===== config.mk =====
export PLATFORM = sky130hd
export DESIGN_NAME = sysram_port_arbiter
export DESIGN_NICKNAME = d
export VERILOG_FILES = /design/src/rtl/sysram_port_arbiter_pkg.sv /design/src/rtl/sysram_port_arbiter_rr_arbiter3.sv /design/src/rtl/sysram_port_arbiter.sv
export SDC_FILE = /design/constraint.sdc
export NUM_CORES = 1
export LEC_CHECK = 0
export ABC_AREA = 1
export CORE_MARGIN = 2
export CORE_UTILIZATION = 38
export DETAILED_ROUTE_END_ITERATION = 8
export PLACE_DENSITY_LB_ADDON = 0.25
export SLEW_MARGIN = 20
export SYNTH_ARGS = -nofsm -noshare
export SYNTH_HDL_FRONTEND = slang
export SYNTH_HIERARCHICAL = 1
export SYNTH_SLANG_ARGS = --single-unit

===== constraint.sdc =====
create_clock -name I_clk -period 2.62 [get_ports I_clk]
set_input_delay 0.655 -clock I_clk [delete_from_list [all_inputs] [get_ports I_clk]]
set_output_delay 0.655 -clock I_clk [all_outputs]
set_load 0.05 [all_outputs]

===== src/rtl/sysram_port_arbiter_pkg.sv =====
// -----------------------------------------------------------------------------
// sysram_arb_pkg
// Shared definitions for the system-RAM port-B arbiter:
//   - source indices (pxw, uaw, c2h) and source count
//   - one-hot grant encoding, bit order {c2h,uaw,pxw}
//   - helpers for round-robin successor and one-hot conversion
// -----------------------------------------------------------------------------
package sysram_arb_pkg;

    localparam int unsigned NSRC = 3;

    typedef enum logic [1:0] {
        SRC_PXW = 2'd0,
        SRC_UAW = 2'd1,
        SRC_C2H = 2'd2
    } src_e;

    localparam logic [NSRC-1:0] GNT_NONE = 3'b000;
    localparam logic [NSRC-1:0] GNT_PXW  = 3'b001;
    localparam logic [NSRC-1:0] GNT_UAW  = 3'b010;
    localparam logic [NSRC-1:0] GNT_C2H  = 3'b100;

    // Round-robin successor: pxw -> uaw -> c2h -> pxw
    function automatic src_e next_src(input src_e s);
        case (s)
            SRC_PXW: return SRC_UAW;
            SRC_UAW: return SRC_C2H;
            default: return SRC_PXW;
        endcase
    endfunction

    function automatic logic [NSRC-1:0] src_onehot(input src_e s);
        case (s)
            SRC_PXW: return GNT_PXW;
            SRC_UAW: return GNT_UAW;
            SRC_C2H: return GNT_C2H;
            default: return GNT_NONE;
        endcase
    endfunction

endpackage


===== src/rtl/sysram_port_arbiter_rr_arbiter3.sv =====
// -----------------------------------------------------------------------------
// rr_arbiter3
// Combinational 3-way round-robin pick.
//   i_elig  : eligible vector, bit order {c2h,uaw,pxw}
//   i_last  : last granted source; the search starts at its successor
//   o_grant : one-hot grant (zero when nothing is eligible)
//   o_idx   : index of the granted source (SRC_PXW when none)
//   o_any   : a grant was made
// -----------------------------------------------------------------------------
module rr_arbiter3
    import sysram_arb_pkg::*;
(
    input  logic [NSRC-1:0] i_elig,
    input  src_e            i_last,
    output logic [NSRC-1:0] o_grant,
    output src_e            o_idx,
    output logic            o_any
);

    src_e w_cand;

    always_comb begin
        o_grant = GNT_NONE;
        o_idx   = SRC_PXW;
        o_any   = 1'b0;
        w_cand  = next_src(i_last);
        for (int unsigned k = 0; k < NSRC; k++) begin
            if (!o_any && i_elig[w_cand]) begin
                o_any   = 1'b1;
                o_idx   = w_cand;
                o_grant = src_onehot(w_cand);
            end
            w_cand = next_src(w_cand);
        end
    end

endmodule


===== src/rtl/sysram_port_arbiter.sv =====
// -----------------------------------------------------------------------------
// sysram_port_arbiter
// Shares CPU system-RAM port B between PXIe host writes (pxw), UART writes
// (uaw) and C2H readback reads (c2h) with round-robin arbitration. All RAM
// drive signals, grants and acks are registered; the port cycle follows the
// arbitration cycle by one clock.
//
// Ports:
//   I_clk, I_rst_n              clock, synchronous active-low reset
//   I_pxw_req/addr/data, O_pxw_ack    PXIe write requester
//   I_uaw_req/addr/data, O_uaw_ack    UART write requester
//   I_c2h_req/addr, O_c2h_ack         C2H read requester
//   O_c2h_rdata, O_c2h_rvld           read return (RD_LAT+1 after port cycle)
//   O_ram_en/wen/addr/wdata, I_ram_rdata   RAM port B
//   O_grant                     one-hot grant of current port cycle {c2h,uaw,pxw}
//   O_pxw_cnt/O_uaw_cnt/O_c2h_cnt      saturating accepted-access counters
// -----------------------------------------------------------------------------
module sysram_port_arbiter
    import sysram_arb_pkg::*;
#(
    parameter int unsigned AW     = 16,
    parameter int unsigned DW     = 32,
    parameter int unsigned RD_LAT = 1,
    parameter int unsigned CW     = 16
)(
    input  logic              I_clk,
    input  logic              I_rst_n,

    input  logic              I_pxw_req,
    input  logic [AW-1:0]     I_pxw_addr,
    input  logic [DW-1:0]     I_pxw_data,
    output logic              O_pxw_ack,

    input  logic              I_uaw_req,
    input  logic [AW-1:0]     I_uaw_addr,
    input  logic [DW-1:0]     I_uaw_data,
    output logic              O_uaw_ack,

    input  logic              I_c2h_req,
    input  logic [AW-1:0]     I_c2h_addr,
    output logic              O_c2h_ack,
    output logic [DW-1:0]     O_c2h_rdata,
    output logic              O_c2h_rvld,

    output logic              O_ram_en,
    output logic [DW/8-1:0]   O_ram_wen,
    output logic [AW-1:0]     O_ram_addr,
    output logic [DW-1:0]     O_ram_wdata,
    input  logic [DW-1:0]     I_ram_rdata,

    output logic [NSRC-1:0]   O_grant,
    output logic [CW-1:0]     O_pxw_cnt,
    output logic [CW-1:0]     O_uaw_cnt,
    output logic [CW-1:0]     O_c2h_cnt
);

    logic [NSRC-1:0] w_req;
    logic [NSRC-1:0] w_elig;
    logic [NSRC-1:0] w_gnt;
    src_e            w_idx;
    logic            w_any;

    // r_grant doubles as the per-source ack: the winner's ack is high for
    // exactly the port cycle it was granted.
    logic [NSRC-1:0] r_grant;
    // Last winner; reset to c2h so that pxw is first in line after reset.
    src_e            r_last;
    logic            r_ram_en;
    logic [DW/8-1:0] r_ram_wen;
    logic [AW-1:0]   r_ram_addr;
    logic [DW-1:0]   r_ram_wdata;
    logic [DW-1:0]   r_c2h_rdata;
    // Bit k is set in the (k+1)th cycle after a c2h port cycle.
    logic [RD_LAT:0] r_rvld_sr;
    logic [CW-1:0]   r_cnt [NSRC];

    assign w_req  = {I_c2h_req, I_uaw_req, I_pxw_req};
    // A source still holding req during its ack cycle is masked out.
    assign w_elig = w_req & ~r_grant;

    rr_arbiter3 u_rr (
        .i_elig  (w_elig),
        .i_last  (r_last),
        .o_grant (w_gnt),
        .o_idx   (w_idx),
        .o_any   (w_any)
    );

    always_ff @(posedge I_clk) begin
        if (!I_rst_n) begin
            r_grant     <= '0;
            r_last      <= SRC_C2H;
            r_ram_en    <= 1'b0;
            r_ram_wen   <= '0;
            r_ram_addr  <= '0;
            r_ram_wdata <= '0;
            r_c2h_rdata <= '0;
            r_rvld_sr   <= '0;
            for (int unsigned s = 0; s < NSRC; s++) begin
                r_cnt[s] <= '0;
            end
        end else begin
            r_grant   <= w_gnt;
            r_ram_en  <= w_any;
            r_ram_wen <= '0;
            if (w_any) begin
                r_last <= w_idx;
                case (w_idx)
                    SRC_PXW: begin
                        r_ram_addr  <= I_pxw_addr;
                        r_ram_wdata <= I_pxw_data;
                        r_ram_wen   <= '1;
                    end
                    SRC_UAW: begin
                        r_ram_addr  <= I_uaw_addr;
                        r_ram_wdata <= I_uaw_data;
                        r_ram_wen   <= '1;
                    end
                    default: begin
                        // Reads carry no data; wdata keeps its last value.
                        r_ram_addr <= I_c2h_addr;
                    end
                endcase
            end

            r_rvld_sr <= {r_rvld_sr[RD_LAT-1:0], r_grant[SRC_C2H]};
            if (r_rvld_sr[RD_LAT-1]) begin
                r_c2h_rdata <= I_ram_rdata;
            end

            for (int unsigned s = 0; s < NSRC; s++) begin
                if (r_grant[s] && (r_cnt[s] != '1)) begin
                    r_cnt[s] <= r_cnt[s] + 1'b1;
                end
            end
        end
    end

    assign O_pxw_ack   = r_grant[SRC_PXW];
    assign O_uaw_ack   = r_grant[SRC_UAW];
    assign O_c2h_ack   = r_grant[SRC_C2H];
    assign O_grant     = r_grant;
    assign O_ram_en    = r_ram_en;
    assign O_ram_wen   = r_ram_wen;
    assign O_ram_addr  = r_ram_addr;
    assign O_ram_wdata = r_ram_wdata;
    assign O_c2h_rdata = r_c2h_rdata;
    assign O_c2h_rvld  = r_rvld_sr[RD_LAT];
    assign O_pxw_cnt   = r_cnt[SRC_PXW];
    assign O_uaw_cnt   = r_cnt[SRC_UAW];
    assign O_c2h_cnt   = r_cnt[SRC_C2H];

endmodule


### Yosys cells after proc, flatten, opt, wreduce, memory -nomap -nowiden

Memories as Yosys holds them, arrays and structs flattened.
Index checks and enable logic that the tools add are counted.

| operators by class | value |
|---|---|
| $add $sub $neg | 3 |
| magnitude comparators | 3 |
| equality and inequality tests | 11 |
| mux-type cells | 37 |
| bitwise logic cells | 5 |
| reductions and logical operators | 16 |

Operators by type and width:

| cell | number |
|---|---|
| one-hot mux 32 bit (2 select lines) | 1 |
| adder 16 x 1 -> 16 bit (second input constant) | 3 |
| 2-to-1 mux 16 bit | 3 |
| != test 16 bit (second input constant) | 3 |
| one-hot mux 16 bit (2 select lines) | 1 |
| one-hot mux 3 bit (3 select lines) | 3 |
| 2-to-1 mux 1 bit | 16 |
| one-hot mux 2 bit (2 select lines) | 3 |
| equality test 2 x 1 -> 1 bit (second input constant) | 5 |
| zero test 2 bit | 5 |
| less-than comparator 2 x 3 -> 1 bit (second input constant) | 3 |
| 2-to-1 mux 3 bit | 3 |
| binary-select mux 1 bit (select 2 bit) | 3 |
| equality test 2 bit (second input constant) | 3 |
| 2-to-1 mux 2 bit | 3 |
| logical AND 1 bit | 5 |
| 2-to-1 mux 4 bit | 1 |
| AND reduction 2 bit | 2 |
| AND 3 bit | 1 |
| NOT 3 bit | 1 |
| bitwise OR 1 bit | 3 |
| zero test 1 bit | 2 |
| nonzero test 2 bit | 1 |
| OR reduction 2 bit | 1 |

| storage, ports and cells | value |
|---|---|
| register bits | 92 |
| RAM bits | 48 |
| input port bits | 149 |
| memories | 1 |

Memories:

| memory | depth | bits a word | read ports | clocked after Yosys merged registers in | write ports | RTL line | source |
|---|---|---|---|---|---|---|---|
| r_cnt | 3 | 16 | 3 | 0 | 3 | sysram_port_arbiter.sv:75 | `logic [CW-1:0] r_cnt [NSRC];` |

### Longest topological paths before layout

| depth | value |
|---|---|
| depth in word-level cells | 14 |
| mapped depth | 15 |
| gate-level depth less buffers | 14 |

### Hierarchy

The synthesis kept the hierarchy.

By module, submodules not included:

| module | instances | cells an instance | area each (sq um) | sequential area each (sq um) |
|---|---|---|---|---|
| sysram_port_arbiter | 1 | 744 | 6165.9 | 3223.1 |
| rr_arbiter3 | 1 | 41 | 214.0 | 0.0 |

### Worst setup path before layout

No wires, ideal clock.

| timing | value |
|---|---|
| path kind | reg2reg |
| start point | mem r_cnt[0][0] |
| end point | mem r_cnt[0][0] (enable) |
| library setup time | 0.411 ns |
| data arrival time | 2.429 ns |
| data required time | 2.209 ns |
| setup slack | -0.220 ns |
| stages on the path, launching flop included | 7 |
| path buffers | 0 |
| clock period less this slack | 2.840 ns |
| path through | edfxtp_1 > ha_1 > nand2_1 > nor2_2 > nand2_2 > nor2_1 > o21ai_0 |

RTL lines:

| element | RTL line |
|---|---|
| start: declaration | sysram_port_arbiter.sv:75 |

### Worst setup path in the final report

| timing | value |
|---|---|
| start point | in I_uaw_req |
| end point | reg r_ram_wdata[29], in the netlist O_ram_wdata[29] |

| on the way | value |
|---|---|
| longest elaborated chain between the ends | 13 |

RTL lines:

| element | RTL line | source |
|---|---|---|
| start: declaration | sysram_port_arbiter.sv:34 | `input logic I_uaw_req,` |
| AND 3 bit * | sysram_port_arbiter.sv:79 | `assign w_elig = w_req & ~r_grant;` |
| named net w_elig[1] | sysram_port_arbiter.sv:58 | `logic [NSRC-1:0] w_elig;` |
| binary-select mux 1 bit (select 2 bit) | sysram_port_arbiter_rr_arbiter3.sv:28 | `if (!o_any && i_elig[w_cand]) begin` |
| 2-to-1 mux 1 bit (implied by the code) | sysram_port_arbiter_rr_arbiter3.sv:28 |  |
| 2-to-1 mux 1 bit | sysram_port_arbiter_rr_arbiter3.sv:28 |  |
| zero test 1 bit | sysram_port_arbiter_rr_arbiter3.sv:28 |  |
| logical AND 1 bit | sysram_port_arbiter_rr_arbiter3.sv:28 |  |
| 2-to-1 mux 1 bit | sysram_port_arbiter_rr_arbiter3.sv:28 |  |
| zero test 1 bit | sysram_port_arbiter_rr_arbiter3.sv:28 |  |
| logical AND 1 bit | sysram_port_arbiter_rr_arbiter3.sv:28 |  |
| 2-to-1 mux 2 bit * | sysram_port_arbiter_rr_arbiter3.sv:28 |  |
| named net w_idx[0] | sysram_port_arbiter.sv:60 | `src_e w_idx;` |
| equality test 2 x 1 -> 1 bit / zero test 2 bit (equally long branches) | sysram_port_arbiter.sv:108 | `case (w_idx)` |
| nonzero test 2 bit (no line) | - |  |
| AND reduction 2 bit (no line) | - |  |
| end signal: assignment | sysram_port_arbiter.sv:111 | `r_ram_wdata <= I_pxw_data;` |
| end signal: assignment | sysram_port_arbiter.sv:116 | `r_ram_wdata <= I_uaw_data;` |
| end: declaration | sysram_port_arbiter.sv:71 | `logic [DW-1:0] r_ram_wdata;` |

The timed path passes the listed nets; every way through them passes the cells marked *. The select of a mux whose other input is x is not followed.
A chain may end at the register's enable or synchronous reset.

==> out/metrics.csv <==
stage,metric,value,unit
layout,multi_input_area,2693,sq um
synthesis,synth_edf_count,48,
die,start_util,38.61,%
synthesis,synth_top_flop_cell,dfxtp_1,
sta,setup_violations,0,
sta,finalClockSkew,0.007798,ns
synthesis,ys_warn_count,6,
global_route,grt.overflow.total,0,
synthesis,synth_nets,937,
critical_path,cp-end-kind,register,
die,die_y,133.6,um
critical_path,path_class,in2reg,
synthesis,synth_area,6380,sq um
die,fp-row-count,47,
die,die_w,133.6,um
pwr,ir_drop,0.7318,mV
routing,drtPass1Iterations,4,
pwr,p_sw_share,46.53,%
routing,wl_per_cell,14.39,um
flow_run,drv_cap,0,
synthesis,synth.avg_cell_area,8.127,sq um
clocking,hold_buffers,0,
critical_path,worst-path-buf-inv,6,
clocking,htreeDepth,4,
synthesis,synth_top_cell_area_share,27.93,%
pwr,p_leak,0.004105,uW
layout,final_cell_count_no_fill,1305,
global_route,antenna_found_initial,0,
pwr,power.density,1263,nW/um^2
global_route,grt_usage,21.37,%
critical_path,critical_path.max_stage_delay,0.48,ns
critical_path,critical_path.cell_chain,clkdlybuf4s50_1 > inv_1 > nor2_1 > inv_1 > nand2_1 > nand3_2 > buf_4 > nand4_1 > nand2_1 > inv_2 > buf_4 > o22ai_1 > a21oi_1,
clocking,clock_path_buffers,2,
layout,regArea,3223,sq um
pwr,clkPwrFrac,18.0,%
sta,finalCritPeriodShare,93.60,%
run_status,status,"complete, no violations",
synthesis,ys_seq_elements,137,
synthesis,ys_async_sr_fraction,0,%
min_path,hold_class,reg2reg,
place,dpl_cell_area,9595,sq um
routing,antenna_left,0,
global_route,grt_pass1_wl,30480,um
synthesis,netlist_top_cells_area,"dfxtp_1 (28%), edfxtp_1 (23%), nor2_1 (8.8%), nand2_1 (6.4%), o21ai_0 (5.3%)",
synthesis,yosysMostFrequentCell,nor2_1,
sta,maxSlewHeadroom,32.63,%
critical_path,r2r_start,r_last[1],
layout,synthToLayoutAreaGrowth,59.38,%
routing,initialDrtViolationCount,288,
routing,finalWirelength,18770,um
critical_path,crit_start,I_uaw_req,
min_path,holdCritStartpoint,O_ram_addr[12],
place,post-dp-hpwl,13960,um
synthesis,netlist_instances,785,
routing,remaining_drc_errors,0,
layout,n_fill_cell,1456,
pwr,cellInternalPower,6868,uW
pwr,pwr-share-comb,55.5,%
synthesis,synth_common_cells,"nor2_1 (149), nand2_1 (108), dfxtp_1 (89), o21ai_0 (67), inv_1 (58)",
critical_path,critPathRequiredTime,2.96,ns
pwr,seqPwrFrac,26.5,%
clocking,worstSkewPairLatency,0.41,ns
sta,tns,0,ns
pwr,p_sw,5977,uW
clocking,cts.sinks,137,
synthesis,synth-seq-area-share,50.52,%
sta,fmax,407.8,MHz
synthesis,synth.largest_area_cell,dfxtp_1,
place,dp_cells,1273,
global_route,grt_pass1_vias,6212,
sta,maxSlewViolCount,0,
layout,nets,1224,
place,portBuffers,288,
routing,dr_total_vias,6340,
critical_path,crit_family,buffers and inverters,
routing,vias_per_cell,4.858,
die,core,16520,sq um
sta,hold_violations,0,
clocking,path_clk_slew,0.06,ns
clocking,cts_tree,yes,
critical_path,path_max_fanout,32,
critical_path,worstPathArrival,2.79,ns
sta,rsz0062_at_grt,false,
clocking,cts_setup_buffers,0,
critical_path,setup.worst_path.start_class,primary input,
critical_path,crit_slowest_cell,clkdlybuf4s50_1,
place,gp_congestion,0.8980,
global_route,grt_max_degree,53,
synthesis,synth_cell_types,30,
layout,diodes,0,
sta,worstMarginPinSlew,1.009,ns
sta,fin_crit,2.452,ns
layout,layout-drive-gt1-share,8.111,%
die,die_area,17840,sq um
pwr,power,12850,uW
clocking,cts_buffers,17,
clocking,postCtsResizedCells,0,
die,boundaryPins,289,
layout,final_cell_area,10170,sq um
clocking,root_buffer,clkbuf_16,
==> metal layers <==
metal | GRT usage, % | vias to the layer above | part of all wire [%]
met1 | 25.62 | 2916 | 42
li1 | - | 3182 | -
met3 | 5.289 | 32 | 5.6
met2 | 36.48 | 210 | 50
met4 | 9.220 | 0 | 2.5
met5 | 0 | - | 0
==> logic make-up (layout without fill, tap and decap cells) <==
logic type	Yosys count	after routing	synth area share [%]
AO/OA/AOI/OAI	170	170	14.83
XOR/XNOR	38	38	5.217
adder cells (fa/ha/maj)	3	3	0.5884
buffers and inverters	112	412	7.590
flip-flops	137	137	50.52
AND/OR/NAND/NOR	325	325	21.26
==> tightest hold or removal path: stages, from the launching register on <==
cell      delay [ns]
dfxtp_1         0.33
o211ai_1        0.08
inv_1           0.05
==> cell usage in the layout (no fill, tap or decap) <==
| cell type | synthesis | layout |
|---|---|---|
| xor2_1 | 23 | 23 |
| a21o_1 | 1 | 1 |
| nand2_1 | 108 | 108 |
| a21oi_1 | 50 | 50 |
| nand3_1 | 34 | 34 |
| bufinv_16 | 0 | 2 |
| nor2_2 | 14 | 13 |
| nand2_2 | 1 | 1 |
| a21oi_2 | 2 | 2 |
| clkbuf_1 | 30 | 2 |
| o211ai_1 | 17 | 17 |
| buf_12 | 0 | 6 |
| nand3_2 | 2 | 2 |
| nor2_4 | 1 | 4 |
| clkinv_2 | 0 | 5 |
| clkdlybuf4s50_1 | 0 | 286 |
| inv_1 | 58 | 58 |
| clkinv_4 | 0 | 3 |
| inv_2 | 5 | 5 |
| clkbuf_8 | 0 | 1 |
| o21ai_0 | 67 | 66 |
| nor3_1 | 5 | 5 |
| nand3b_1 | 2 | 2 |
| xnor2_1 | 15 | 15 |
| buf_2 | 6 | 1 |
| clkinvlp_4 | 0 | 2 |
| dfxtp_1 | 89 | 89 |
| nand4_1 | 9 | 9 |
| o21ai_1 | 0 | 1 |
| nor2_1 | 149 | 147 |
| edfxtp_1 | 48 | 48 |
| ha_1 | 3 | 3 |
| o21bai_1 | 1 | 1 |
| clkbuf_16 | 0 | 17 |
| buf_4 | 6 | 24 |
| o22ai_1 | 32 | 32 |
==> sequential cells by signal, indices dropped and copies added (netlist names) <==
register / flops
r_cnt: 48
O_c2h_rdata: 32
O_ram_wdata: 32
O_ram_addr: 16
O_grant: 3
r_last: 2
r_rvld_sr: 2
O_ram_en: 1
O_ram_wen: 1
==> worst paths after layout <==
path	to	cells past startpoint	slack (ns)
setup reg to reg	O_ram_wdata[28]	11	0.48
hold reg to reg	O_ram_addr[12]	2	0.48
hold / removal	O_ram_addr[12]	2	0.48
setup / recovery	O_ram_wdata[29]	13	0.17
==> area by class of cell <==
| type | count | share of cell area [%] |
|---|---|---|
| Clock inverter | 12 | 1.243 |
| Tap cell | 220 | 2.707 |
| Sequential cell | 137 | 31.70 |
| Multi-Input combinational cell | 536 | 26.48 |
| Clock buffer | 20 | 4.393 |
| Timing Repair Buffer | 317 | 31.16 |
| Inverter | 63 | 2.326 |
==> metrics by stage <==
stage | setup slack, ns | hold WS [ns] | util (%)
final | 0.1677 | 0.4834 | 61.54
after global routing | 0.002115 | 0.4989 | 61.54
after CTS | 0.1864 | 0.4878 | 61.54
after detailed placement | -0.2353 | 0.4684 | 58.07
after global placement | -0.2288 | 0.4604 | 58.07
after floorplan | 0.2139 | 0.4953 | -
==> power by group through the flow <==
stage,clock network (uW),registers (uW),logic [uW]
after floorplan,0,5420,2630
after global placement,0,3430,7090
after detailed placement,0,3440,7140
after CTS,2370,3410,7170
after global routing,2460,3500,7650
final,2320,3400,7120
Note: power is estimated with default switching activity, not from simulation.
